## src/rtl/sensor_level_encoder_if.sv

```systemverilog
// sensor_level_encoder_if: raw sensor samples in, committed 2-bit severity levels out
interface sensor_level_encoder_if;
    logic       sample_valid;
    logic [7:0] rain;
    logic [7:0] seismic;
    logic [7:0] wind;
    logic [7:0] water;
    logic       r1, r0, s1, s0, w1, w0, l1, l0;
    logic       levels_valid;
    logic       level_change;
    modport master (
        output sample_valid, rain, seismic, wind, water,
        input  r1, r0, s1, s0, w1, w0, l1, l0, levels_valid, level_change
    );
    modport slave (
        input  sample_valid, rain, seismic, wind, water,
        output r1, r0, s1, s0, w1, w0, l1, l0, levels_valid, level_change
    );
endinterface

```

## src/rtl/sensor_level_encoder.sv

```systemverilog
// sensor_level_encoder: per-channel hysteresis quantiser with consecutive-sample debounce
module sensor_level_encoder #(
    parameter int TH1   = 64,
    parameter int TH2   = 128,
    parameter int TH3   = 192,
    parameter int HYST  = 8,
    parameter int DEB   = 3,
    parameter int CNT_W = 4
) (
    input logic                  clk,
    input logic                  rst,
    sensor_level_encoder_if.slave bus
);
    function automatic logic [1:0] q(input logic [7:0] x);
        return x >= 8'(TH3) ? 2'd3 : x >= 8'(TH2) ? 2'd2 : x >= 8'(TH1) ? 2'd1 : 2'd0;
    endfunction
    logic [3:0][7:0] raw;
    logic [3:0][1:0] lvl;
    logic [3:0]      commit;
    logic            lv_q, lc_q;
    assign raw = {bus.water, bus.wind, bus.seismic, bus.rain};
    for (genvar c = 0; c < 4; c++) begin : g_ch
        logic [1:0]       l_q, p_q, up, dn, cand;
        logic [CNT_W-1:0] n_q, inc;
        logic [8:0]       sum;
        assign sum  = {1'b0, raw[c]} + 9'(HYST);
        assign up   = q(raw[c]);
        assign dn   = q(sum[8] ? 8'hff : sum[7:0]);
        assign cand = up > l_q ? up : dn < l_q ? dn : l_q;
        assign inc  = n_q + 1'b1;
        assign commit[c] = bus.sample_valid && cand != l_q &&
                           (cand != p_q ? DEB == 1 : inc == CNT_W'(DEB));
        assign lvl[c] = l_q;
        always_ff @(posedge clk) begin
            if (rst) begin
                l_q <= '0;
                p_q <= '0;
                n_q <= '0;
            end else if (bus.sample_valid) begin
                if (commit[c]) begin
                    l_q <= cand;
                    p_q <= cand;
                    n_q <= '0;
                end else if (cand == l_q) begin
                    n_q <= '0;
                end else if (cand != p_q) begin
                    p_q <= cand;
                    n_q <= CNT_W'(1);
                end else begin
                    n_q <= inc;
                end
            end
        end
    end
    always_ff @(posedge clk) begin
        if (rst) begin
            lv_q <= 1'b0;
            lc_q <= 1'b0;
        end else begin
            lv_q <= bus.sample_valid;
            lc_q <= |commit;
        end
    end
    assign {bus.r1, bus.r0} = lvl[0];
    assign {bus.s1, bus.s0} = lvl[1];
    assign {bus.w1, bus.w0} = lvl[2];
    assign {bus.l1, bus.l0} = lvl[3];
    assign bus.levels_valid = lv_q;
    assign bus.level_change = lc_q;
endmodule

```

## src/flat_wrapper.sv

```systemverilog
// flat-port wrapper written by rule: the top's interface ports become plain ports
module sensor_level_encoder_flat 
#(
    parameter int TH1   = 64,
    parameter int TH2   = 128,
    parameter int TH3   = 192,
    parameter int HYST  = 8,
    parameter int DEB   = 3,
    parameter int CNT_W = 4
)
  (clk, rst, bus_sample_valid, bus_rain, bus_seismic, bus_wind, bus_water, bus_r1, bus_r0, bus_s1, bus_s0, bus_w1, bus_w0, bus_l1, bus_l0, bus_levels_valid, bus_level_change);
  sensor_level_encoder_if bus_i ();
  input logic clk;
  input logic rst;
  input wire logic [$bits(bus_i.sample_valid)-1:0] bus_sample_valid;
  input wire logic [$bits(bus_i.rain)-1:0] bus_rain;
  input wire logic [$bits(bus_i.seismic)-1:0] bus_seismic;
  input wire logic [$bits(bus_i.wind)-1:0] bus_wind;
  input wire logic [$bits(bus_i.water)-1:0] bus_water;
  output wire logic [$bits(bus_i.r1)-1:0] bus_r1;
  output wire logic [$bits(bus_i.r0)-1:0] bus_r0;
  output wire logic [$bits(bus_i.s1)-1:0] bus_s1;
  output wire logic [$bits(bus_i.s0)-1:0] bus_s0;
  output wire logic [$bits(bus_i.w1)-1:0] bus_w1;
  output wire logic [$bits(bus_i.w0)-1:0] bus_w0;
  output wire logic [$bits(bus_i.l1)-1:0] bus_l1;
  output wire logic [$bits(bus_i.l0)-1:0] bus_l0;
  output wire logic [$bits(bus_i.levels_valid)-1:0] bus_levels_valid;
  output wire logic [$bits(bus_i.level_change)-1:0] bus_level_change;
  assign bus_i.sample_valid = bus_sample_valid;
  assign bus_i.rain = bus_rain;
  assign bus_i.seismic = bus_seismic;
  assign bus_i.wind = bus_wind;
  assign bus_i.water = bus_water;
  assign bus_r1 = bus_i.r1;
  assign bus_r0 = bus_i.r0;
  assign bus_s1 = bus_i.s1;
  assign bus_s0 = bus_i.s0;
  assign bus_w1 = bus_i.w1;
  assign bus_w0 = bus_i.w0;
  assign bus_l1 = bus_i.l1;
  assign bus_l0 = bus_i.l0;
  assign bus_levels_valid = bus_i.levels_valid;
  assign bus_level_change = bus_i.level_change;
  sensor_level_encoder #(.TH1(TH1), .TH2(TH2), .TH3(TH3), .HYST(HYST), .DEB(DEB), .CNT_W(CNT_W)) u_core (.clk(clk), .rst(rst), .bus(bus_i));
endmodule
```

## config.mk

```make
export PLATFORM = sky130hd
export DESIGN_NAME = sensor_level_encoder_flat
export DESIGN_NICKNAME = d
export VERILOG_FILES = /design/src/rtl/sensor_level_encoder_if.sv /design/src/rtl/sensor_level_encoder.sv /design/src/flat_wrapper.sv
export SDC_FILE = /design/constraint.sdc
export NUM_CORES = 1
export LEC_CHECK = 0
export CORE_MARGIN = 2
export CORE_UTILIZATION = 40
export DETAILED_ROUTE_END_ITERATION = 8
export SLEW_MARGIN = 20
export SYNTH_ARGS = -nofsm -noshare
export SYNTH_HDL_FRONTEND = slang
export SYNTH_SLANG_ARGS = --single-unit
```

## constraint.sdc

```tcl
create_clock -name clk -period 3.6 [get_ports clk]
set_clock_uncertainty 0.15 [all_clocks]
set_input_delay 0.54 -clock clk [delete_from_list [all_inputs] [get_ports clk]]
set_output_delay 0.54 -clock clk [all_outputs]
set_load 0.01 [all_outputs]
```

==> results of run 1 <==
-- cell families after synthesis --
logic type | count (synthesis) | share of synthesized area [%]
AND/OR/NAND/NOR | 131 | 24.0
adder cells (fa/ha/maj) | 28 | 12.4
buffers and inverters | 36 | 5.09
XOR/XNOR | 14 | 4.34
AO/OA/AOI/OAI | 99 | 25.8
multiplexers | 12 | 4.30
flip-flops | 34 | 24.1
-- critical path, cell delays in order --
cell and delay (ns):
clkdlybuf4s50_1 0.45, ha_1 0.23, a31oi_1 0.17, a41oi_1 0.08, ha_1 0.24, o32a_1 0.36
and4_1 0.19, a311o_1 0.34, o211a_2 0.31, a21oi_1 0.20, a31oi_1 0.11
-- worst max-delay path by stage --
stage                         from                            endpoint  slack (ns)  cells past startpoint
finish                 bus_rain[3]  u_core.bus.level_change$_SDFF_PP0_        0.40                     11
CTS                    bus_rain[3]  u_core.bus.level_change$_SDFF_PP0_        0.37                     11
floorplan           bus_seismic[3]  u_core.g_ch[1].n_q[3]$_SDFFE_PP0P_        0.79                     11
global route           bus_rain[3]  u_core.g_ch[0].n_q[2]$_SDFFE_PP0P_        0.15                     11
global placement       bus_rain[3]  u_core.bus.level_change$_SDFF_PP0_        0.08                     11
detailed placement     bus_rain[3]  u_core.bus.level_change$_SDFF_PP0_        0.09                     11
-- area by class of cell --
| cell class | instances | area [um2] |
|---|---|---|
| Multi-Input combinational cell | 284 | 2000 |
| Timing Repair Buffer | 52 | 470 |
| Clock inverter | 2 | 60.1 |
| Fill cell | 684 | 3330 |
| Tap cell | 96 | 120 |
| Inverter | 24 | 90.1 |
| Clock buffer | 6 | 82.6 |
| Sequential cell | 34 | 681 |
-- where the power goes --
| group | internal, mW | leakage [nW] | switching, mW | total [mW] |
|---|---|---|---|---|
| clock | 0.295 | 0.0714 | 0.146 | 0.442 |
| sequential | 0.389 | 0.276 | 0.0120 | 0.401 |
| combinational | 0.119 | 1.04 | 0.133 | 0.252 |
| total | 0.803 | 1.38 | 0.291 | 1.09 |
-- metal layers --
metal,part of all wire [%],vias up,track usage (%)
li1,-,1404,-
met1,51,1192,22.4
met2,44,48,26.5
met3,4.0,4,2.83
met4,0.93,0,4.55
met5,0,-,0
-- Yosys cell counts (7+ instances only) --
library cell	n	share of area, %
dfxtp_1	34	24
nor2_1	29	3.9
ha_1	28	12
nand2_1	28	3.7
inv_1	23	3.1
nand3_1	21	3.7
a21oi_1	19	3.4
o211ai_1	12	3.2
mux2i_1	11	3.9
nor3_1	11	1.9
clkbuf_1	8	1.1
o21ai_0	8	1.4
nor2b_1	7	1.5
xnor2_1	7	2.2
xor2_1	7	2.2
-- registers in the layout, summed over array words and instances, names as in the netlist --
register                 flops
u_core.bus.levels_valid      1
u_core.g_ch.n_q             16
u_core.g_ch.p_q              8
u_core.g_ch.l_q              8
u_core.bus.level_change      1
-- per-stage QoR --
step,power (mW),instances
after detailed placement,0.660,490
after global placement,0.659,490
final,1.09,498
after floorplan,0.572,354
after global routing,1.16,498
after CTS,1.11,498
==> metrics.csv, run 1 <==
metric,value,unit
status,"finished, final reports clean",
Final setup viols,0,
io pins,45,
Routed WL per cell,11.8,um
die span in y,88.0,um
Hold Buf Count CTS,0,
Place WS,0.0893,ns
Antenna Cells,0,
FF-to-FF End,u_core.bus.level_change$_SDFF_PP0_,
peak supply drop,202,uV
Max Cap Viol,0,
first-pass GRT wire length,10500,um
CTS Root Cell,clkbuf_8,
largest net degree at the start of global routing,40,
Setup crit end kind,register,
Setup CP Type,in -> reg,
unrepaired setup endpoints after global routing,no,
"CTS clk-pin slew, worst paths",0.08,ns
Die Wd,88.0,um
Clock Latency Late Sink,0.29,ns
CP Max Fanout,7,
f_max,312,MHz
pwr/cell area,312,nW/um2
worst rel slew slack,63.9,%
Clock Sinks,34,
CTS tree,yes,
Vias,2648,
WP data arrival,3.22,ns
r2r worst-path depth,10,
Routed WL,5880,um
DR vias/cell,5.32,
"EDFF count, synth",0,
post-synthesis cell area,2830,um2
CTS buffer count,5,
cts repair resizes,0,
Final WS setup,0.397,ns
GRT Util Overall,16.3,%
most frequent cells in the layout,"34 x dfxtp_1, 32 x clkdlybuf4s50_1, 29 x nor2_1",
crit path launch type,primary input,
Hold WS,0.308,ns
Syn. warnings,0,
Area Overhead vs Synth,24.0,%
ys flop type,dfxtp_1,
Initial Utilization,41.4,%
Pleak,1.38,nW
Tightest Pin Transition,0.542,ns
Detailed Routing Iterations Pass 1,4,
final core utilization,51.3,%
final instance area,3500,um2
ys async rst share,0,%
WHS Path Cells,2,
CTS Buffer Depth,2,
Hold WC Path Type,reg -> reg,
GRT overflow,0,
layout cells sized above 1,10.7,%
post-DP HPWL,4410,um
Die ar.,7750,um2
num rows,30,
Pins Over Slew Limit,0,
Yosys reg bits,34,
syn avg cell area,7.98,um2
hold wc startpoint,u_core.g_ch[3].p_q[0]$_SDFFE_PP0P_,
initial DRC count,99,
post-synth cell types,66,
"commonest non-fill, non-tap cell in the layout",dfxtp_1,
# DRC,0,
worst hold endpoint,u_core.g_ch[3].p_q[0]$_SDFFE_PP0P_,
Synth Net Count,417,
Syn Inst Count,354,
Worst EP required,3.62,ns
initial antenna violation count,0,
Routed Antenna Nets,0,
GPL Wtd Cong,0.806,
final hold vios,0,
FF-to-FF setup slack,0.77,ns
Worst R2R Start,u_core.g_ch[1].l_q[1]$_SDFFE_PP0P_,
Core Box Area,6830,um2
placed standard-cell area,3360,um2
vias in the first global route,2403,
Post-CTS Setup Inserts,0,
Final Cycle Share,89.0,%
minimum clock period,3.20,ns
IO buf count,32,
"Seq/Total Area, Yosys",24.1,%
setup tns final,0,ns
Final nets,464,
CTS H-tree lvls,2,
Note: power is estimated with default switching activity, not from simulation.
==> run 2, diff against run 1 <==
CELL_PAD_IN_SITES_DETAIL_PLACEMENT = 0   (was unset)
CELL_PAD_IN_SITES_GLOBAL_PLACEMENT = 1   (was unset)
CTS_CLUSTER_SIZE = 40   (was unset)
PLACE_DENSITY_LB_ADDON = 0.1   (was unset)
SETUP_SLACK_MARGIN = 0.5   (was unset)
==> metrics.csv, run 2 (same netlist as run 1, synthesis figures left out) <==
metric,value,unit,change
setup tns final,0,ns,unchanged
die span in y,88.0,um,unchanged
layout cells sized above 1,23.2,%,was 10.7%
CTS buffer count,5,,unchanged
CP Max Fanout,5,,was 7
DR vias/cell,5.30,,was 5.32
CTS tree,yes,,unchanged
Final nets,475,,was 464
Die Wd,88.0,um,unchanged
Routed WL per cell,12.9,um,was 11.8 um
Initial Utilization,41.4,%,unchanged
area occupied by multi-input gates,2270,um2,was 2000 um2
global route hottest layer,met2,,unchanged
IO buf count,32,,unchanged
Hold WC Path Type,reg -> reg,,unchanged
pwr/cell area,275,nW/um2,was 312 nW/um2
largest net degree at the start of global routing,18,,was 40
f_max,335,MHz,was 312 MHz
Pins Over Slew Limit,0,,unchanged
crit path launch type,primary input,,unchanged
first-pass GRT wire length,11100,um,was 10500 um
"CTS clk-pin slew, worst paths",0.07,ns,was 0.08 ns
Area Overhead vs Synth,35.9,%,was 24.0%
biggest regs,"u_core.g_ch.n_q: 16 flops, u_core.g_ch.l_q: 8 flops, u_core.g_ch.p_q: 8 flops",,unchanged
io pins,45,,unchanged
Worst R2R Start,u_core.g_ch[1].l_q[1]$_SDFFE_PP0P_,,unchanged
Setup CP Type,in -> reg,,unchanged
post-DP HPWL,4890,um,was 4410 um
"Most flops, register",u_core.g_ch.n_q,,unchanged
Tightest Pin Transition,0.460,ns,was 0.542 ns
Pwr Total,1.06,mW,was 1.09 mW
grt met3 use,3.02,%,was 2.83%
max reg flops,16,,unchanged
initial antenna violation count,0,,unchanged
CTS Buffer Depth,2,,unchanged
GRT Util Overall,17.8,%,was 16.3%
final core utilization,56.2,%,was 51.3%
Clock Latency Late Sink,0.28,ns,was 0.29 ns
Pleak,1.56,nW,was 1.38 nW
"commonest non-fill, non-tap cell in the layout",dfxtp_1,,unchanged
register area,681,um2,unchanged
# DRC,0,,unchanged
CTS Root Cell,clkbuf_8,,unchanged
Setup crit end kind,register,,unchanged
Core Box Area,6830,um2,unchanged
Detailed Routing Iterations Pass 1,4,,unchanged
status,"finished, final reports clean",,unchanged
FF-to-FF setup slack,0.68,ns,was 0.77 ns
GRT overflow,0,,unchanged
minimum clock period,2.99,ns,was 3.20 ns
FF-to-FF End,u_core.g_ch[1].n_q[3]$_SDFFE_PP0P_,,was u_core.bus.level_change$_SDFF_PP0_
CTS H-tree lvls,2,,unchanged
worst hold endpoint,u_core.g_ch[3].p_q[0]$_SDFFE_PP0P_,,unchanged
most frequent cells in the layout,"34 x dfxtp_1, 30 x buf_4, 28 x nand2_1",,"was 34 x dfxtp_1, 32 x clkdlybuf4s50_1, 29 x nor2_1"
WP data arrival,3.03,ns,was 3.22 ns
initial DRC count,56,,was 99
fill count,665,,was 684
WHS Path Cells,2,,unchanged
Antenna Cells,0,,unchanged
Routed WL,6550,um,was 5880 um
Clock Sinks,34,,unchanged
vias in the first global route,2506,,was 2403
GPL Wtd Cong,0.759,,was 0.806
Die ar.,7750,um2,unchanged
Routed Antenna Nets,0,,unchanged
Worst EP required,3.65,ns,was 3.62 ns
peak supply drop,141,uV,was 202 uV
r2r worst-path depth,11,,was 10
Vias,2696,,was 2648
GR met1 Demand/Resource,23.6,%,was 22.4%
met2 track utilization from global routing,30.1,%,was 26.5%
unrepaired setup endpoints after global routing,yes,,was no
worst rel slew slack,69.2,%,was 63.9%
Hold Buf Count CTS,0,,unchanged
Final setup viols,0,,unchanged
num rows,30,,unchanged
Final Cycle Share,82.9,%,was 89.0%
final hold vios,0,,unchanged
Max Cap Viol,0,,unchanged
hold wc startpoint,u_core.g_ch[3].p_q[0]$_SDFFE_PP0P_,,unchanged
==> run 2: cell types whose count changed in the layout (fill, tap and decap cells not counted), sizes merged <==
cell,change
dlymetal6s2s,+10
clkbuf,+1
clkdlybuf4s15,+2
clkdlybuf4s50,-18
dlygate4sd2,+4
buf,+11
bufinv,-1
clkinv,+2
==> run 2: worst max-delay path, cell delays in order <==
cell             delay [ns]
clkdlybuf4s15_1        0.22
ha_2                   0.21
nand3_2                0.09
mux2i_4                0.31
ha_4                   0.25
a311o_1                0.27
mux2i_1                0.12
a222oi_1               0.08
buf_4                  0.17
nor4_4                 0.23
buf_4                  0.17
a41oi_1                0.11
a311oi_1               0.25
==> run 2: layout make-up <==
class | count | area share (%)
Tap cell | 96 | 3.13
Multi-Input combinational cell | 284 | 59.2
Inverter | 24 | 2.35
Clock inverter | 3 | 1.04
Clock buffer | 5 | 1.79
Timing Repair Buffer | 63 | 14.8
Sequential cell | 34 | 17.7
==> run 2: worst max-delay path by stage <==
stage                                               endpoint      startpoint  slack, ns
after floorplan           u_core.g_ch[1].n_q[3]$_SDFFE_PP0P_  bus_seismic[3]       0.79
after global placement    u_core.g_ch[1].l_q[1]$_SDFFE_PP0P_  bus_seismic[3]       0.07
after detailed placement  u_core.g_ch[3].n_q[1]$_SDFFE_PP0P_    bus_water[3]       0.03
after CTS                 u_core.g_ch[3].n_q[1]$_SDFFE_PP0P_    bus_water[3]       0.50
after global routing      u_core.g_ch[3].n_q[1]$_SDFFE_PP0P_    bus_water[5]       0.47
final                     u_core.g_ch[1].n_q[3]$_SDFFE_PP0P_  bus_seismic[3]       0.61
==> run 2: where the power goes <==
part           switching, mW  leakage [nW]  total (mW)  internal, mW
Sequential            0.0131         0.276       0.402         0.389
Combinational          0.160          1.22       0.309         0.150
Clock                  0.143        0.0579       0.346         0.204
Total                  0.315          1.56        1.06         0.742
==> run 2: per-layer routing <==
metal / wire length [um] / part of all wire, %
met1: 3190 / 49
met2: 3120 / 48
met3: 178 / 2.7
met4: 59 / 0.90
met5: 0 / 0
==> run 2: through the flow <==
stage | hold WS, ns | worst slack, ns | instances | area (um2)
after floorplan | 0.282 | 0.789 | 354 | 2830
after global placement | 0.294 | 0.0737 | 490 | 3360
final | 0.311 | 0.614 | 509 | 3840
after detailed placement | 0.297 | 0.0312 | 490 | 3360
after CTS | 0.312 | 0.499 | 507 | 3670
after global routing | 0.328 | 0.466 | 509 | 3840
==> run 2: what timing repair did <==
action                                  CTS  global route
setup buffers                             9             2
endpoints found under the setup margin   19            23
resized for setup                        35            44
pin swaps                                21            24
